[src/rtl/serial_subtractor_pkg.sv]
// Shared definitions for the bit-serial subtractor: FSM encoding and
// the helper that sizes the bit counter from the operand width.
package serial_subtractor_pkg;

  // Three-state sequencer: wait, shift one bit per cycle, present result.
  typedef enum logic [1:0] {
    IDLE   = 2'd0,
    SHIFT  = 2'd1,
    FINISH = 2'd2
  } state_e;

  localparam int unsigned DEFAULT_WIDTH = 8;

  // The counter must hold the values 0..width inclusive.
  function automatic int unsigned cnt_width(input int unsigned w);
    return $clog2(w + 1);
  endfunction

endpackage

[src/rtl/serial_subtractor_full_subtractor.sv]
// One-bit full subtractor used once per shift cycle by serial_subtractor.
module full_subtractor (
  input  logic a,
  input  logic b,
  input  logic bin,
  output logic d,
  output logic bout
);

  // Difference bit and borrow-out of a - b - bin.
  always_comb begin
    d    = a ^ b ^ bin;
    bout = (~a & b) | (~(a ^ b) & bin);
  end

endmodule

[src/rtl/serial_subtractor.sv]
// Bit-serial A - B. Operands are rotated right one bit per SHIFT cycle,
// so after WIDTH rotations they are back in their original positions and
// the sign bits are still available for the overflow test. SHIFT spends
// WIDTH cycles producing bits plus one cycle moving the finished result
// into the output registers, so done appears WIDTH+1 cycles after start.
module serial_subtractor
  import serial_subtractor_pkg::*;
#(
  parameter int unsigned WIDTH = DEFAULT_WIDTH
) (
  input  logic             clk,
  input  logic             rst_n,
  input  logic             start,
  input  logic [WIDTH-1:0] A,
  input  logic [WIDTH-1:0] B,
  output logic             busy,
  output logic             done,
  output logic [WIDTH-1:0] diff,
  output logic             borrow,
  output logic             overflow
);

  localparam int unsigned CW = cnt_width(WIDTH);
  localparam logic [CW-1:0] CNT_LAST = CW'(WIDTH);

  state_e           state_q;
  logic [WIDTH-1:0] a_q;
  logic [WIDTH-1:0] b_q;
  logic [WIDTH-1:0] res_q;
  logic             bflop_q;
  logic [CW-1:0]    cnt_q;
  logic             busy_q;
  logic             done_q;
  logic [WIDTH-1:0] diff_q;
  logic             borrow_q;
  logic             ovf_q;

  logic             fs_d;
  logic             fs_bout;
  logic             ovf_d;

  full_subtractor u_fs (
    .a    (a_q[0]),
    .b    (b_q[0]),
    .bin  (bflop_q),
    .d    (fs_d),
    .bout (fs_bout)
  );

  // Signed overflow of the finished result, from the restored operand sign bits.
  always_comb begin
    ovf_d = (a_q[WIDTH-1] != b_q[WIDTH-1]) && (res_q[WIDTH-1] != a_q[WIDTH-1]);
  end

  // Sequencer, datapath shift registers and registered outputs.
  always_ff @(posedge clk or negedge rst_n) begin
    if (!rst_n) begin
      state_q  <= IDLE;
      a_q      <= '0;
      b_q      <= '0;
      res_q    <= '0;
      bflop_q  <= 1'b0;
      cnt_q    <= '0;
      busy_q   <= 1'b0;
      done_q   <= 1'b0;
      diff_q   <= '0;
      borrow_q <= 1'b0;
      ovf_q    <= 1'b0;
    end else begin
      done_q <= 1'b0;
      case (state_q)
        IDLE, FINISH: begin
          if (start) begin
            a_q     <= A;
            b_q     <= B;
            res_q   <= '0;
            bflop_q <= 1'b0;
            cnt_q   <= '0;
            busy_q  <= 1'b1;
            state_q <= SHIFT;
          end else begin
            busy_q  <= 1'b0;
            state_q <= IDLE;
          end
        end
        SHIFT: begin
          if (cnt_q == CNT_LAST) begin
            diff_q   <= res_q;
            borrow_q <= bflop_q;
            ovf_q    <= ovf_d;
            done_q   <= 1'b1;
            busy_q   <= 1'b0;
            state_q  <= FINISH;
          end else begin
            a_q     <= {a_q[0], a_q[WIDTH-1:1]};
            b_q     <= {b_q[0], b_q[WIDTH-1:1]};
            res_q   <= {fs_d, res_q[WIDTH-1:1]};
            bflop_q <= fs_bout;
            cnt_q   <= cnt_q + CW'(1);
          end
        end
        default: begin
          busy_q  <= 1'b0;
          state_q <= IDLE;
        end
      endcase
    end
  end

  assign busy     = busy_q;
  assign done     = done_q;
  assign diff     = diff_q;
  assign borrow   = borrow_q;
  assign overflow = ovf_q;

endmodule
[config.mk]
export PLATFORM = sky130hd
export DESIGN_NAME = serial_subtractor
export DESIGN_NICKNAME = d
export VERILOG_FILES = /design/src/rtl/serial_subtractor_pkg.sv /design/src/rtl/serial_subtractor_full_subtractor.sv /design/src/rtl/serial_subtractor.sv
export SDC_FILE = /design/constraint.sdc
export NUM_CORES = 1
export LEC_CHECK = 0
export CAP_MARGIN = 25
export CORE_UTILIZATION = 56
export CTS_CLUSTER_SIZE = 28
export DETAILED_ROUTE_END_ITERATION = 8
export PLACE_DENSITY = 0.83
export SYNTH_ARGS = -nofsm -noshare
export SYNTH_HDL_FRONTEND = slang
export SYNTH_SLANG_ARGS = --single-unit
[constraint.sdc]
create_clock -name clk -period 2.6 [get_ports clk]
set_input_delay 0.52 -clock clk [delete_from_list [all_inputs] [get_ports clk]]
set_output_delay 0.52 -clock clk [all_outputs]
set_load 0.01 [all_outputs]
=== Word level (Yosys, flattened, before mapping) ===
Cells that the tools add are included.

* Add/subtract/negate cells: 1
* Eq/ne operators: 8
* Muxes and demuxes: 23
* Bitwise gates (word level): 7
* Reductions and logical operators: 6

{| class="wikitable"
|+ Operators by type and width
! operator !! number
|-
| 2-to-1 mux 8 bit || 6
|-
| case mux 8 bit (2 select lines) || 3
|-
| 2-to-1 mux 4 bit || 2
|-
| case mux 4 bit (2 select lines) || 1
|-
| 2-to-1 mux 1 bit || 7
|-
| inequality test 2 bit (second input constant) || 3
|-
| adder 4 x 1 -> 4 bit (second input constant) || 1
|-
| equality test 4 bit (second input constant) || 1
|-
| case mux 1 bit (2 select lines) || 2
|-
| case mux 2 bit (2 select lines) || 1
|-
| AND reduction 3 bit || 1
|-
| AND 1 bit || 2
|-
| equality test 2 x 1 -> 1 bit (second input constant) || 1
|-
| equality test 2 bit (second input constant) || 1
|-
| zero test 2 bit || 1
|-
| 2-to-1 mux 2 bit || 1
|-
| inequality test 1 bit || 2
|-
| inverter 1 bit || 2
|-
| AND reduction 2 bit || 1
|-
| nonzero test 2 bit || 1
|-
| OR reduction 2 bit || 1
|-
| bitwise XOR 1 bit || 2
|-
| logical AND 1 bit || 1
|-
| bitwise OR 1 bit || 1
|}

* Bits in registers: 43
* Input bits: 19
* Output and inout port bits: 12
* Word-level logic and storage cells: 56

=== Depth between registers and ports, before layout ===
Gate-level depths: netlist (run 1).

* Depth in word-level cells: 6
* Mapped depth: 7
* Mapped depth without buffers: 6

=== Cells and area by module ===
A second synthesis (run 1) with hierarchy kept.

* Cells, all modules: 134
* Area total of the unflattened synthesis: 1945.6 sq um

{| class="wikitable"
|+ By module, submodules not included
! module !! instances !! cells each !! area each (sq um) !! seq. area each (sq um)
|-
| serial_subtractor || 1 || 130 || 1914.3 || 1076.0
|-
| full_subtractor || 1 || 4 || 31.3 || 0.0
|}

=== Worst setup path before layout (run 1) ===
No wires, ideal clock.

* Path type: reg2reg
* Start point: reg cnt_q[0]
* End point: reg b_q[0]
* Library setup time: 0.125 ns
* Data arrival time: 1.491 ns
* Data required time: 2.475 ns
* Path slack: 0.984 ns
* Stages on the path, launching flop included: 8
* Path buffers: 1
* Clock period less this slack: 1.616 ns
* Cells stage by stage: dfrtp_1 > inv_1 > ha_1 > nand3b_4 > a21boi_4 > inv_4 > buf_6 > mux2_4

* Longest elaborated chain between the ends: 3

{| class="wikitable"
|+ Ends and longest elaborated chain
! element !! line !! RTL
|-
| from (decl) || serial_subtractor.sv:31 || <nowiki>logic [CW-1:0] cnt_q;</nowiki>
|-
| from (signal assigned) || serial_subtractor.sv:99 || <nowiki>cnt_q <= cnt_q + CW'(1);</nowiki>
|-
| equality test 4 bit || serial_subtractor.sv:87 || <nowiki>if (cnt_q == CNT_LAST) begin</nowiki>
|-
| inequality test 2 bit (no source line) || -- ||
|-
| AND reduction 3 bit (no source line) || -- ||
|-
| to (signal assigned) || serial_subtractor.sv:96 || <nowiki>b_q <= {b_q[0], b_q[WIDTH-1:1]};</nowiki>
|-
| to (decl) || serial_subtractor.sv:28 || <nowiki>logic [WIDTH-1:0] b_q;</nowiki>
|}

No other way between the ends.
A chain may end at the register's enable or synchronous reset.

=== Final worst setup path (run 1) ===
* Start point: reg state_q[1]
* End point: reg diff_q[7] (netlist: diff[7])

* Longest elaborated chain between the ends: 2

{| class="wikitable"
|+ Ends and longest elaborated chain
! element !! line !! RTL
|-
| from (decl) || serial_subtractor.sv:26 || <nowiki>state_e state_q;</nowiki>
|-
| from (signal assigned) || serial_subtractor.sv:58 || <nowiki>state_q <= IDLE;</nowiki>
|-
| from (signal assigned) || serial_subtractor.sv:80 || <nowiki>state_q <= SHIFT;</nowiki>
|-
| from (signal assigned) || serial_subtractor.sv:83 || <nowiki>state_q <= IDLE;</nowiki>
|-
| equality test 2 x 1 -> 1 bit || serial_subtractor.sv:71 || <nowiki>case (state_q)</nowiki>
|-
| AND reduction 2 bit (no source line) || -- ||
|-
| to (signal assigned) || serial_subtractor.sv:88 || <nowiki>diff_q <= res_q;</nowiki>
|-
| to (decl) || serial_subtractor.sv:34 || <nowiki>logic [WIDTH-1:0] diff_q;</nowiki>
|}

No other way between the ends.

==> results of run 1 <==
[where the power goes]
part	internal, uW	leakage [uW]	switching [uW]
logic	806	0.000492	536
registers	985	0.000534	215
clock network	203	0.0000452	219
total	1990	0.00107	970
[path summary, 6_finish.rpt]
check / endpoint / cells past startpoint / start / slack (ns)
worst max-delay path: diff[7] / 4 / state_q[1] / 0.69
worst min-delay path: b_q[1] / 1 / rst_n / 0.28
worst max register to register: diff[7] / 4 / state_q[1] / 0.69
worst min register to register: busy / 1 / busy / 0.52
max in group asynchronous: res_q[4] / 1 / rst_n / 1.73
min in group clk: busy / 1 / busy / 0.52
[cell type report]
type                       instances  area share, %
tap                               44           2.36
inverter                           4          0.752
clock inverter                     3           1.88
clock buffer                       5           1.61
multi-input combinational         77           33.9
sequential                        43           46.2
timing repair buffer              32           13.3
[cells in the mapped netlist]
master,count,area (sq um)
dfrtp_1,43,1080
mux2_2,34,383
a22o_1,10,87.6
mux2_4,6,90.1
buf_6,3,33.8
inv_1,3,11.3
nand2b_1,3,18.8
nand3_1,3,15.0
buf_2,2,10.0
ha_1,2,25.0
mux2i_1,2,20.0
nand3b_1,2,15.0
nor2_1,2,7.51
o21ai_0,2,10.0
a21boi_4,1,18.8
and2b_1,1,7.51
and3b_1,1,8.76
fa_1,1,20.0
inv_4,1,6.26
nand2_1,1,3.75
nand3b_4,1,20.0
nor2_2,1,6.26
o21a_1,1,7.51
o2bb2ai_1,1,8.76
o31ai_1,1,7.51
xnor2_1,1,8.76
[metrics by stage]
step | instances | area [sq um] | hold slack (ns) | utilization (%) | setup slack, ns
3_5_place_dp | 200 | 2250 | 0.491 | 71.3 | 0.663
5_1_grt | 208 | 2330 | 0.350 | 73.9 | 0.552
3_3_place_gp | 200 | 2250 | 0.479 | 71.3 | 0.704
6_report | 208 | 2330 | 0.281 | 73.9 | 0.694
2_1_floorplan | 129 | 1930 | 0.224 | - | 0.984
4_1_cts | 208 | 2330 | 0.302 | 73.9 | 0.667
[cells by family after synthesis]
family,after synthesis,synth area share (%)
buffers and inverters,9,3.18
adders and majority gates,3,2.34
xor gates and xnor gates,1,0.455
DFF,43,55.8
AOI/OAI and AO/OA,16,7.27
and+or+nand+nor,15,5.32
muxes,42,25.6
[flip-flops by register name (all words and copies together) (netlist names)]
| signal | count |
|---|---|
| busy | 1 |
| cnt_q | 4 |
| state_q | 2 |
| a_q | 8 |
| overflow | 1 |
| diff | 8 |
| done | 1 |
| bflop_q | 1 |
| borrow | 1 |
| b_q | 8 |
| res_q | 8 |
[per-layer routing]
metal,global-route usage [%],vias up,share of wire [%],routed length [um]
li1,-,529,-,-
met3,5.76,7,3.4,114
met2,35.5,22,50,1700
met1,29.5,577,44,1490
met4,8.77,0,1.9,65
met5,0,-,0,0
[worst max-delay path, stage by stage, from the launching register on]
cell and delay (ns):
dfrtp_1 0.41, nand2b_1 0.55, nor2_1 0.25, buf_4 0.22, mux2_2 0.35
==> results by group, run 1 <==
Pwr
  – VDD IR max: 527 uV
  – Leak Pwr: 0.00107 uW
  – Cell area power density: 1270 nW/um^2
  – Pwr Total: 2960 uW

CTS
  – Clock-pin slew on the worst setup and hold paths: 0.13 ns
  – Post-CTS Setup Bufs: 0
  – Clock sinks: 43
  – Worst skew pair latency: 0.36 ns
  – Htree depth: 2
  – Hold_buf cts: 0
  – Maximum buffer depth of the clock tree: 2
  – Post-cts repair resize count: 0
  – Clock Tree Root: clkbuf_4
  – Total CTS buffers: 5
  – TritonCTS clock tree: done

STA
  – Relative slew slack: 37.9%
  – Max-slew violation count: 0
  – Slew @ Worst Pin: about 0.93 ns
  – Final setup fails: 0
  – Max Clock Freq: roughly 520 MHz
  – Final setup TNS: 0 ns
  – Post-layout min period: between 1.5 and 2 ns
  – RSZ-0062 raised after global routing: no
  – Final hold violation count: 0
  – Tcrit/Tclk final: approximately three quarters
  – Final Skew: 0.0148 ns

Layout
  – Nets: 185
  – Most frequent cells in the layout: dfrtp_1 (43), mux2_2 (34), clkdlybuf4s50_1 (29)
  – Share of cells above drive strength 1: 33.5%
  – Reg area: 1080 sq um
  – Number of fill cells: 222
  – Footprint of the multi-input gates: 790 sq um
  – Most common cell after layout, fill and taps aside: dfrtp_1
  – Antenna cells: 0
  – Area Overhead vs Synth: 20.9%

Placement
  – HPWL Detailed: about 2.4 mm
  – # port buffers: 30
  – Gpl congestion: 0.732

Critical path
  – Worst Path Class, Setup: flop to flop
  – CP Data Required Time: 2.84 ns
  – Worst Setup Start Kind: flop
  – Arr. time, crit path: 2.15 ns
  – Worst setup EP type: flop
  – Critical-path maximum fanout: 19

Routing
  – Via count: between 1000 and 1500
  – Final WL: 3.37 mm
  – WL per Instance: between 15 and 20 um
  – Vias per inst: 5.46
  – Antenna-violating nets left: 0
  – TritonRoute pass-1 iters: 4
  – First DRT Iteration DRCs: 26
  – Drt drc: 0

Floorplan
  – Num rows: 20
  – Initial Util: between 60% and 70%
  – Die Y: 60.7 um
  – Die area: 3680 sq um
  – Num ports: 31
  – Die span in x: 60.7 um
  – Core area: around 3200 sq um

Logic synthesis
  – Post-Synthesis Cells: 129
  – Synth warn: 0
  – Syn Nets: 151
  – Synth Area per Inst: between 10 and 15 sq um
  – Yosys cell types: 26
  – Sequential area share after synthesis: 55.8%
  – Mapped cell area: 1930 sq um
  – Post-synthesis register bit count: 43

Status
  – Status: finished, final reports clean

GRT
  – Vias in the first global route: between 1000 and 1500
  – Initial antenna violation count: 0
  – GRT Overall Usage: 22.3%
  – First-pass GRT wire length: a little under 6 mm
  – Grt ovf: 0
  – Pin count of the biggest net entering global routing: 44

Run
  – Max_cap viols: 0

Min path
  – Hold Path Class: input port to async pin
(Power assumes the default switching activity.)
==> inputs of run 2 (changes only) <==
CORE_UTILIZATION = 47   (was 56)
PLACE_DENSITY = 0.74   (was 0.83)
clock period = 1.6 ns   (was 2.6 ns; I/O delays follow)
==> run 2 against run 1 <==
Count of clock-buffer cells in the layout did not move. Setup slack got worse by 0.68 ns. Combinational power rose by 91%. Via count rose by 5.7%. Global-route usage fell by 3.7 points. Core utilization fell by 6.4 points. Design area rose by 10%. Largest cell class unchanged.
==> results by group, run 2 (same netlist as run 1, synthesis figures left out) <==
CTS
  – Maximum buffer depth of the clock tree: 2
  – TritonCTS clock tree: done
  – Clock Tree Root: clkbuf_8
  – Worst skew pair latency: 0.30 ns
  – Total CTS buffers: 5
  – Htree depth: 2
  – Clock-pin slew on the worst setup and hold paths: 0.08 ns
  – Clock sinks: 43

STA
  – Final setup fails: 0
  – Max-slew violation count: 0
  – Max Clock Freq: 632 MHz
  – RSZ-0062 raised after global routing: yes
  – Post-layout min period: ~1.6 ns
  – Relative slew slack: 71.9%
  – Worst setup margin: 0.0185 ns
  – Final hold violation count: 0
  – Slew @ Worst Pin: about 0.42 ns
  – Final setup TNS: 0 ns
  – Final Skew: ~0.012 ns
  – Tcrit/Tclk final: 98.8%

Floorplan
  – Core area: ~3800 sq um
  – Num rows: 22
  – Die area: roughly 4400 sq um
  – Die span in x: 66.0 um
  – Initial Util: 50.7%
  – Num ports: 31
  – Die Y: 66.0 um

Critical path
  – Worst Path Class, Setup: flop to flop
  – CP Cell Sequence: nand2b_1, buf_12, mux2_2, mux2_2
  – Arr. time, crit path: 1.76 ns
  – CP Data Required Time: 1.78 ns
  – Worst Setup Start Kind: flop
  – Worst setup EP type: flop
  – Cell family with most CP delay: multiplexers
  – Slowest cell on the critical path: dfrtp_1
  – Buf/Inv on CP: 1
  – Largest stage delay, worst path: 0.42 ns
  – Worst path most repeated cell: mux2_2
  – Critical-path maximum fanout: 16

Pwr
  – VDD IR max: 912 uV
  – Cell area power density: about 2100 nW/um^2
  – Pwr Total: 5500 uW
  – Leak Pwr: 0.00117 uW

Routing
  – Final WL: around 3.5 mm
  – Vias per inst: between 5 and 6
  – First DRT Iteration DRCs: 25
  – WL per Instance: 15.5 um
  – TritonRoute pass-1 iters: 4
  – Antenna-violating nets left: 0
  – Drt drc: 0
  – Via count: 1200

Layout
  – Share of cells above drive strength 1: 40.4%
  – Most common cell after layout, fill and taps aside: dfrtp_1
  – Finished Cell Area: 2560 sq um
  – Nets: 199
  – Most frequent cells in the layout: dfrtp_1 (43), mux2_2 (34), clkdlybuf4s50_1 (29)
  – Area Overhead vs Synth: 33.1%
  – Antenna cells: 0
  – Final cell count without fillers: 226

Placement
  – Area after DPL: 2320 sq um
  – # port buffers: 30
  – Placed Cells incl. Taps: 210
  – Gpl congestion: between 0.7 and 0.8
  – HPWL Detailed: ~2.4 mm
  – Setup slack at placement: -0.130 ns

GRT
  – Initial antenna violation count: 0
  – First-pass GRT wire length: approximately 5.9 mm
  – Pin count of the biggest net entering global routing: 28
  – Vias in the first global route: 1246
  – GRT Overall Usage: 18.6%
  – Grt ovf: 0

Run
  – Max_cap viols: 0

Status
  – Status: finished, final reports clean

Min path
  – Hold Path Class: input port to async pin
-- run 2: cell types whose count changed in the layout (fill, tap and decap cells not counted), moves of 2 or more --
| cell | previous run | this run |
|---|---|---|
| buf_12 | 0 | 3 |
| buf_4 | 2 | 10 |
| buf_6 | 0 | 2 |
| clkbuf_4 | 5 | 0 |
| clkbuf_8 | 0 | 5 |
| inv_1 | 3 | 1 |
| inv_2 | 0 | 2 |
-- run 2: layer usage --
metal | up-vias | global-route usage (%) | wire, um
met5 | - | 0 | 0
met4 | 0 | 5.59 | 40
met3 | 5 | 5.69 | 136
met2 | 31 | 30.9 | 1720
met1 | 608 | 23.2 | 1610
li1 | 556 | - | -
-- run 2: final timing paths --
check                           startpoint        to  slack (ns)  cells past startpoint
worst max-delay path            state_q[0]    a_q[6]        0.02                      4
worst min-delay path                 rst_n    b_q[1]        0.48                      2
worst max register to register  state_q[0]    a_q[6]        0.02                      4
worst min register to register    res_q[0]  res_q[0]        0.50                      1
max in group asynchronous            rst_n  res_q[5]        0.65                      3
min in group clk                  res_q[0]  res_q[0]        0.50                      1
-- run 2: cell type report --
cell class | count | area (sq um)
clock inverter | 3 | 67.6
clock buffer | 5 | 68.8
fill | 257 | 1230
sequential | 43 | 1080
inverter | 4 | 20.0
tap | 48 | 60.1
timing repair buffer | 46 | 463
multi-input combinational | 77 | 810
-- run 2: what timing repair did --
| action | in CTS | in global routing |
|---|---|---|
| pin swaps | 0 | 2 |
| hold buffers | 1 | 0 |
| gates resized for setup | 5 | 6 |
| hold endpoints to repair | 16 | 0 |
| endpoints found under the setup margin | 17 | 26 |
| buffers inserted | 0 | 6 |
| cloned | 1 | 0 |
-- run 2: worst reg2reg max path: cells and delay by family (launching register included) --
kind / cells / cell delay, ns
mux: 2 / 0.61
flops: 1 / 0.42
simple gates: 1 / 0.24
buf+inv: 1 / 0.19
-- run 2: through the flow --
stage          utilization (%)  hold slack (ns)
4_1_cts                   65.5            0.492
6_report                  67.5            0.483
5_1_grt                   67.5            0.521
2_1_floorplan                -           0.0244
3_3_place_gp              61.2            0.262
3_5_place_dp              61.2            0.270
-- run 2: power by group --
| group | leakage, uW | switching [uW] | internal [uW] |
|---|---|---|---|
| registers | 0.000534 | 337 | 1600 |
| logic | 0.000572 | 964 | 1590 |
| clock network | 0.0000644 | 377 | 622 |
==> inputs of run 3 (changes only) <==
CAP_MARGIN = 20   (was 25)
==> results of run 3 <==
Final layout, timing and power as in run 2 (identical DEF).
